## src/rtl/regfile_bypass_if.sv

```systemverilog
// Operand-read and pipeline-result bundle between decode/execute and regfile_bypass.
// master = pipeline side driving addresses and results, slave = register file.
interface regfile_bypass_if #(
  parameter int XLEN = 32,
  parameter int NREG = 32,
  parameter int NRD  = 2
) ();
  localparam int AW = $clog2(NREG);

  logic [NRD-1:0]      rd_en;
  logic [NRD*AW-1:0]   rd_addr;
  logic [NRD*XLEN-1:0] rd_data;
  logic                ex_valid;
  logic                ex_is_load;
  logic [AW-1:0]       ex_rdt;
  logic [XLEN-1:0]     ex_result;
  logic [XLEN-1:0]     mem_load_data;
  logic                stall;

  modport master (
    output rd_en, rd_addr, ex_valid, ex_is_load, ex_rdt, ex_result, mem_load_data,
    input  rd_data, stall
  );

  modport slave (
    input  rd_en, rd_addr, ex_valid, ex_is_load, ex_rdt, ex_result, mem_load_data,
    output rd_data, stall
  );
endinterface

```

## src/rtl/regfile_bypass.sv

```systemverilog
// Register file with one M-stage write-back, EX/M operand forwarding and load-use stall.
// Define REGFILE_FWD_EN for forwarding; without it every in-flight producer stalls decode.
module regfile_bypass #(
  parameter int XLEN  = 32,
  parameter int NREG  = 32,
  parameter int NRD   = 2,
  parameter int CNT_W = 16
) (
  input  logic                     clk_i,
  input  logic                     rst_i,
  regfile_bypass_if.slave          bus,
  input  logic [$clog2(NREG)-1:0]  dbg_addr_i,
  output logic [XLEN-1:0]          dbg_data_o,
  output logic [CNT_W-1:0]         stall_count_o
);
  localparam int AW = $clog2(NREG);

  logic [XLEN-1:0]     regs_q [NREG];
  logic                m_valid_q;
  logic                m_is_load_q;
  logic [AW-1:0]       m_rdt_q;
  logic [XLEN-1:0]     m_result_q;
  logic [XLEN-1:0]     m_wdata;
  logic [CNT_W-1:0]    stall_count_q;
  logic [CNT_W-1:0]    stall_count_d;
  logic [AW-1:0]       port_addr [NRD];
  logic [NRD-1:0]      port_hazard;
  logic [NRD*XLEN-1:0] rd_data;
  logic                stall;

  assign m_wdata = m_is_load_q ? bus.mem_load_data : m_result_q;

  // NOTE: sequential state uses non-blocking assignments so every register samples pre-edge values.
  always_ff @(posedge clk_i) begin
    if (rst_i) begin
      m_valid_q <= 1'b0;
    end else begin
      m_valid_q   <= bus.ex_valid;
      m_is_load_q <= bus.ex_is_load;
      m_rdt_q     <= bus.ex_rdt;
      m_result_q  <= bus.ex_result;
    end
  end

  // NOTE: the array is cleared by reset because software relies on all registers reading 0 afterwards.
  always_ff @(posedge clk_i) begin
    if (rst_i) begin
      for (int r = 0; r < NREG; r++) begin
        regs_q[r] <= '0;
      end
    end else if (m_valid_q && (m_rdt_q != '0)) begin
      regs_q[m_rdt_q] <= m_wdata;
    end
  end

  always_comb begin
    for (int i = 0; i < NRD; i++) begin
      port_addr[i] = bus.rd_addr[i*AW +: AW];
    end
  end

  // NOTE: every output of this block gets a default first so no path can infer a latch.
  always_comb begin
    rd_data     = '0;
    port_hazard = '0;
    for (int i = 0; i < NRD; i++) begin
      rd_data[i*XLEN +: XLEN] = regs_q[port_addr[i]];
`ifdef REGFILE_FWD_EN
      // EX is checked last so the younger producer overrides M.
      if (m_valid_q && (m_rdt_q == port_addr[i])) begin
        rd_data[i*XLEN +: XLEN] = m_wdata;
      end
      if (bus.ex_valid && !bus.ex_is_load && (bus.ex_rdt == port_addr[i])) begin
        rd_data[i*XLEN +: XLEN] = bus.ex_result;
      end
      port_hazard[i] = bus.rd_en[i] && bus.ex_valid && bus.ex_is_load &&
                       (bus.ex_rdt == port_addr[i]);
`else
      port_hazard[i] = bus.rd_en[i] &&
                       ((bus.ex_valid && (bus.ex_rdt == port_addr[i])) ||
                        (m_valid_q && (m_rdt_q == port_addr[i])));
`endif
      if (port_addr[i] == '0) begin
        rd_data[i*XLEN +: XLEN] = '0;
        port_hazard[i]          = 1'b0;
      end
    end
  end

  assign stall       = |port_hazard;
  assign bus.stall   = stall;
  assign bus.rd_data = rd_data;

  assign dbg_data_o = (dbg_addr_i == '0) ? '0 : regs_q[dbg_addr_i];

  always_comb begin
    stall_count_d = stall_count_q;
    if (stall && (stall_count_q != '1)) begin
      stall_count_d = stall_count_q + CNT_W'(1);
    end
  end

  always_ff @(posedge clk_i) begin
    if (rst_i) begin
      stall_count_q <= '0;
    end else begin
      stall_count_q <= stall_count_d;
    end
  end

  assign stall_count_o = stall_count_q;
endmodule
```

## src/flat_wrapper.sv

```systemverilog
// flat-port wrapper written by rule: the top's interface ports become plain ports
module regfile_bypass_flat 
#(
  parameter int XLEN  = 32,
  parameter int NREG  = 32,
  parameter int NRD   = 2,
  parameter int CNT_W = 16
)
  (clk_i, rst_i, dbg_addr_i, dbg_data_o, stall_count_o, bus_rd_en, bus_rd_addr, bus_ex_valid, bus_ex_is_load, bus_ex_rdt, bus_ex_result, bus_mem_load_data, bus_rd_data, bus_stall);
  regfile_bypass_if #(.XLEN(XLEN), .NREG(NREG), .NRD(NRD)) bus_i ();
  input  logic clk_i;
  input  logic rst_i;
  input  logic [$clog2(NREG)-1:0] dbg_addr_i;
  output logic [XLEN-1:0] dbg_data_o;
  output logic [CNT_W-1:0] stall_count_o;
  input wire logic [$bits(bus_i.rd_en)-1:0] bus_rd_en;
  input wire logic [$bits(bus_i.rd_addr)-1:0] bus_rd_addr;
  input wire logic [$bits(bus_i.ex_valid)-1:0] bus_ex_valid;
  input wire logic [$bits(bus_i.ex_is_load)-1:0] bus_ex_is_load;
  input wire logic [$bits(bus_i.ex_rdt)-1:0] bus_ex_rdt;
  input wire logic [$bits(bus_i.ex_result)-1:0] bus_ex_result;
  input wire logic [$bits(bus_i.mem_load_data)-1:0] bus_mem_load_data;
  output wire logic [$bits(bus_i.rd_data)-1:0] bus_rd_data;
  output wire logic [$bits(bus_i.stall)-1:0] bus_stall;
  assign bus_i.rd_en = bus_rd_en;
  assign bus_i.rd_addr = bus_rd_addr;
  assign bus_i.ex_valid = bus_ex_valid;
  assign bus_i.ex_is_load = bus_ex_is_load;
  assign bus_i.ex_rdt = bus_ex_rdt;
  assign bus_i.ex_result = bus_ex_result;
  assign bus_i.mem_load_data = bus_mem_load_data;
  assign bus_rd_data = bus_i.rd_data;
  assign bus_stall = bus_i.stall;
  regfile_bypass #(.XLEN(XLEN), .NREG(NREG), .NRD(NRD), .CNT_W(CNT_W)) u_core (.clk_i(clk_i), .rst_i(rst_i), .bus(bus_i), .dbg_addr_i(dbg_addr_i), .dbg_data_o(dbg_data_o), .stall_count_o(stall_count_o));
endmodule
```

## config.mk

```make
export PLATFORM = sky130hd
export DESIGN_NAME = regfile_bypass_flat
export DESIGN_NICKNAME = d
export VERILOG_FILES = /design/src/rtl/regfile_bypass_if.sv /design/src/rtl/regfile_bypass.sv /design/src/flat_wrapper.sv
export SDC_FILE = /design/constraint.sdc
export NUM_CORES = 2
export LEC_CHECK = 0
export ABC_CLOCK_PERIOD_IN_PS = 5300
export CORE_ASPECT_RATIO = 2
export CORE_UTILIZATION = 47
export DETAILED_ROUTE_END_ITERATION = 16
export SYNTH_ARGS = -nofsm -noshare
export SYNTH_HDL_FRONTEND = slang
export SYNTH_SLANG_ARGS = --single-unit
```

## constraint.sdc

```tcl
create_clock -name clk_i -period 5.3 [get_ports clk_i]
set_input_delay 0.53 -clock clk_i [delete_from_list [all_inputs] [get_ports clk_i]]
set_output_delay 0.53 -clock clk_i [all_outputs]
set_load 0.05 [all_outputs]
```

== Yosys cells after proc, flatten, opt, wreduce, memory -nomap -nowiden ==
Memory sizes are Yosys's and may differ from the RTL's.
Cells that the tools add are included.
Operators by class
  add/subtract/negate cells: 1
  equal/unequal tests: 5
  reductions and logical operators: 16
  mux-type cells: 14
Operators by type and width (count)
  32-bit two-way mux: 5
  32-bit OR reduction: 1
  5-bit == test: 4
  16-bit by 1-bit adder with 16-bit output, second input constant: 1
  16-bit != test, second input constant: 1
  5-bit zero test: 3
  1-bit logical AND: 8
  1-bit two-way mux: 8
  5-bit two-way mux: 1
  5-bit nonzero test: 1
  1-bit logical OR: 2
  2-bit OR reduction: 1
Storage, ports and cells
  output and inout bits: 113
  memories: 1
  bits of input ports: 90
  memory bits (writable): 1024
  register bits: 55
  logic and storage cells: 42
Memories
  u_core.regs_q: depth 32, bits a word 32, read ports 3, clocked after Yosys merged registers in 0, wr ports 32, line regfile_bypass.sv:18  | logic [XLEN-1:0] regs_q [NREG];

== Longest topological paths before layout ==
  depth after elaboration: 7
  depth in mapped cells: 9
  mapped depth without buffers: 7

== Worst setup path after synthesis ==
OpenSTA, ideal clock, no wires.
  path kind: input-to-reg
  start: input rst_i
  end: memory u_core.regs_q[10][0] (enable)
  buffers on the path: 3
  cell stages on the path: 5
  slack: 1.365 ns
  data required time: 4.757 ns
  setup time: 0.543 ns
  arrival: 3.392 ns
  cell sequence: clkbuf_1 > clkbuf_1 > inv_1 > clkbuf_1 > nand2_1
RTL lines
  start, declared: line flat_wrapper.sv:12  | input logic rst_i;
  end, declared: line regfile_bypass.sv:18

== Final worst setup path ==
  start: input dbg_addr_i[0]
  end: output dbg_data_o[16]
On the way
  cells in the longest elaborated chain, start to end: 2
  elaborated cells on any way between the ends: 3
  classes of those cells: mux (1); reduce/logical (1); memory (1)
RTL lines
  start, declared: line flat_wrapper.sv:13  | input logic [$clog2(NREG)-1:0] dbg_addr_i;
  memory read 32 x 32 bit / 5-bit zero test (equally long branches)
  32-bit two-way mux (*): line regfile_bypass.sv:94  | assign dbg_data_o = (dbg_addr_i == '0) ? '0 : regs_q[dbg_addr_i];
  end, declared: line flat_wrapper.sv:14  | output logic [XLEN-1:0] dbg_data_o;
Mark *: on every way between the ends. The rest lies on a longest branch, timed or not.

==> impl_metrics.yaml <==
outcome:
  status: "finished clean"
grt:
  globalRouteMet2Util_pct: 60.0
  grt_max_degree: 102
  grt_pass1_wl_um: 335000
  antenna_found_initial: 7
  overflow: 0
  busiest_layer: "met2"
  use_met3_pct: 9.67
  grt_pass1_vias: 42071
  use_met1_pct: 44.9
  grt_usage_pct: 37.4
worst_hold_path:
  whs_endpoint: "u_core.m_result_q[0]$_DFFE_PN_"
  min_path_cells: 1
  holdCritStartpoint: "bus_ex_result[0]"
  hold_path_class: "input port to flop"
floorplanning:
  io_pins: 203
  initial_core_util_pct: 47.4
  die_h_um: 516
  rows: 188
  core_area_um2: 131000
  dieArea_um2: 134000
  die_w_um: 259
layout:
  nets: 4057
  seq_area_um2: 32200
  instances_no_fill: 5765
  utilization_pct: 53.5
  fillers: 10560
  layout_commonest_cell: "nor2_1"
  drive_gt1_share_pct: 34.6
  layout_common_cells: "nor2_1, edfxtp_1, mux4_2, clkdlybuf4s50_1, buf_4"
  area_growth_pct: 12.9
  multiInputGateArea_um2: 28700
clocking:
  post_cts_resized: 0
  cts_tree: "built"
  cts.htree.levels: 3
  clkLatencyLatePin_ns: 0.72
  clockBufferDepth: 3
  clk_pin_slew_ns: 0.07
  numCtsBuffers: 101
  postCtsHoldBufs: 0
  cts.sinks: 1079
  clock-root-buffer: "clkbuf_16"
  post_cts_buffers: 0
worst_setup_path:
  cp.required_ns: 4.77
  crit_type: "input port to output port"
  reg2reg_depth: 7
  cp_slowest_stage_delay_ns: 0.74
  crit_slowest_cell: "clkdlybuf4s50_1"
  rrSetupSlack_ns: 1.34
  crit_arrival_ns: 4.14
  timing.rr.start: "u_core.m_rdt_q[4]$_DFFE_PN_"
  worst_setup_path_start_kind: "input port"
  cp-startpoint: "dbg_addr_i[0]"
  path_cells: "buf_8, buf_4, mux4_2, mux4_2, mux2i_1, nor2_1, clkdlybuf4s50_1"
  end_kind: "output port"
  crit_fanout: 55
  crit_top_cell: "mux4_2"
  r2r_end: "u_core.regs_q[28][23]$_SDFFCE_PN0P_"
drt:
  antenna_left: 0
  first_pass_iters: 5
  postRouteWirelength_um: 248000
  first_iter_violations: 6359
  vias: 42238
  wl_per_cell_um: 43.0
  route.detailed.drc: 0
  via_per_inst: 7.33
synth:
  synth_compound_area_share_pct: 0.197
  avgSynthCellArea_um2: 15.9
  synthMuxAreaShare_pct: 37.0
  synth_top_area_share_pct: 51.3
  synth_cell_types: 37
  synthCells: 3904
  syn-cell-area_um2: 62200
  synth_top_family_by_area: "multiplexers"
  synth-xor-area-share_pct: 0.282
  yosys_warnings: 0
  synthSimpleGateAreaFrac_pct: 7.76
  netlist.top_cell.by_area: "edfxtp_1"
  synthAdderAreaFrac_pct: 0.0201
  synth.area.top_cells: "edfxtp_1, mux4_2, nor2_1"
  ys_ff_latch: 1079
  yosysSeqAreaShare_pct: 51.8
pwr:
  powerDensity_nw_per_um2: 300
  ir_drop_v: 0.000287
  leakage_uw: 0.0243
timing:
  finalCritPeriodShare_pct: 88.2
  max_slew.worst_pin.slew_ns: 1.22
  maxSlewHeadroom_pct: 18.5
  tns_ns: 0
  finalWorstSetupSlack_ns: 0.627
  final_max_slew_viol_count: 0
  rsz0062_at_grt: "false"
  finalHoldViolations: 0
  finalCriticalPeriod_ns: 4.67
  setup_violations: 0
  max_freq_ghz: 0.214
  finClkSkew_ns: 0.0222
placement:
  dpl_worst_slack_ns: 0.600
  dpl.hpwl_um: 134000
  portBuffers: 202
  dp_cells: 5573
  gp_congestion: 0.847
flow_run:
  cap_violations: 0
-- routing by layer --
layer / up-vias / wire, µm
li1: 15681 / -
met1: 22152 / 78400
met2: 3537 / 119000
met3: 866 / 31500
met4: 2 / 19200
met5: - / 8
-- synth_stat cells --
cell,n
a21oi_1,7
a32oi_2,1
and3_1,2
and3b_1,3
buf_1,38
buf_2,87
buf_4,3
buf_6,1
clkbuf_1,317
conb_1,1
dfxtp_1,17
edfxtp_1,1062
ha_1,1
inv_1,6
inv_2,1
mux2_1,8
mux2i_1,128
mux4_2,960
nand2_1,72
nand3_1,7
nand3b_1,1
nand4_1,9
nor2_1,1104
nor2_4,2
nor2b_1,10
nor3_1,5
nor3b_1,3
nor4_1,7
nor4b_2,1
o21ai_0,2
o221a_2,1
o22ai_1,2
o31ai_1,5
or3_1,2
or4_1,6
or4_4,2
xnor2_1,20
-- critical path, delay by kind of cell --
kind                   cells  cell delay, ns
buffers and inverters      3            1.81
multiplexers               3            1.58
AND/OR/NAND/NOR            1            0.14
-- final cells by class --
cell class / instances / area share [%]
sequential: 1079 / 45.9
clock buffer: 124 / 3.81
timing repair buffer: 374 / 5.34
multi-input combinational: 2403 / 40.8
inverter: 7 / 0.0410
tap: 1710 / 3.05
clock inverter: 64 / 0.993
antenna: 4 / 0.0143
-- flip-flops by register name (all words and copies together), names as in the netlist --
name,count
u_core.m_is_load_q,1
u_core.m_result_q,32
u_core.stall_count_o,16
u_core.m_valid_q,1
u_core.regs_q,1024
u_core.m_rdt_q,5
-- logic make-up after synthesis --
family                   count (synthesis)
AO/OA/AOI/OAI                           18
XOR/XNOR                                20
AND/OR/NAND/NOR                       1236
multiplexers                          1096
adder cells (fa/ha/maj)                  1
buffers and inverters                  453
other                                    1
flip-flops                            1079
-- per-stage QoR --
| stage | total power, µW | hold WS, ns | instance area [µm²] |
|---|---|---|---|
| 2_1_floorplan | 12100 | 0.586 | 62300 |
| 3_3_place_gp | 13500 | 0.508 | 66800 |
| 3_5_place_dp | 13500 | 0.528 | 66800 |
| 4_1_cts | 21000 | 0.323 | 70200 |
| 5_1_grt | 21500 | 0.336 | 70200 |
| 6_report | 21100 | 0.356 | 70200 |
-- power by group --
part | internal (µW) | switching (µW)
clock | 4280 | 3440
combinational | 1380 | 2150
sequential | 9630 | 190
total | 15300 | 5780
-- how the worst max path moves through the flow --
stage	endpoint	slack [ns]
2_1_floorplan	u_core.regs_q[10][0]$_SDFFCE_PN0P_	1.36
5_1_grt	dbg_data_o[16]	0.48
3_5_place_dp	dbg_data_o[9]	0.60
4_1_cts	dbg_data_o[9]	0.60
6_report	dbg_data_o[16]	0.63
3_3_place_gp	dbg_data_o[9]	0.65
No activity file was read; power rests on OpenSTA's default activity.
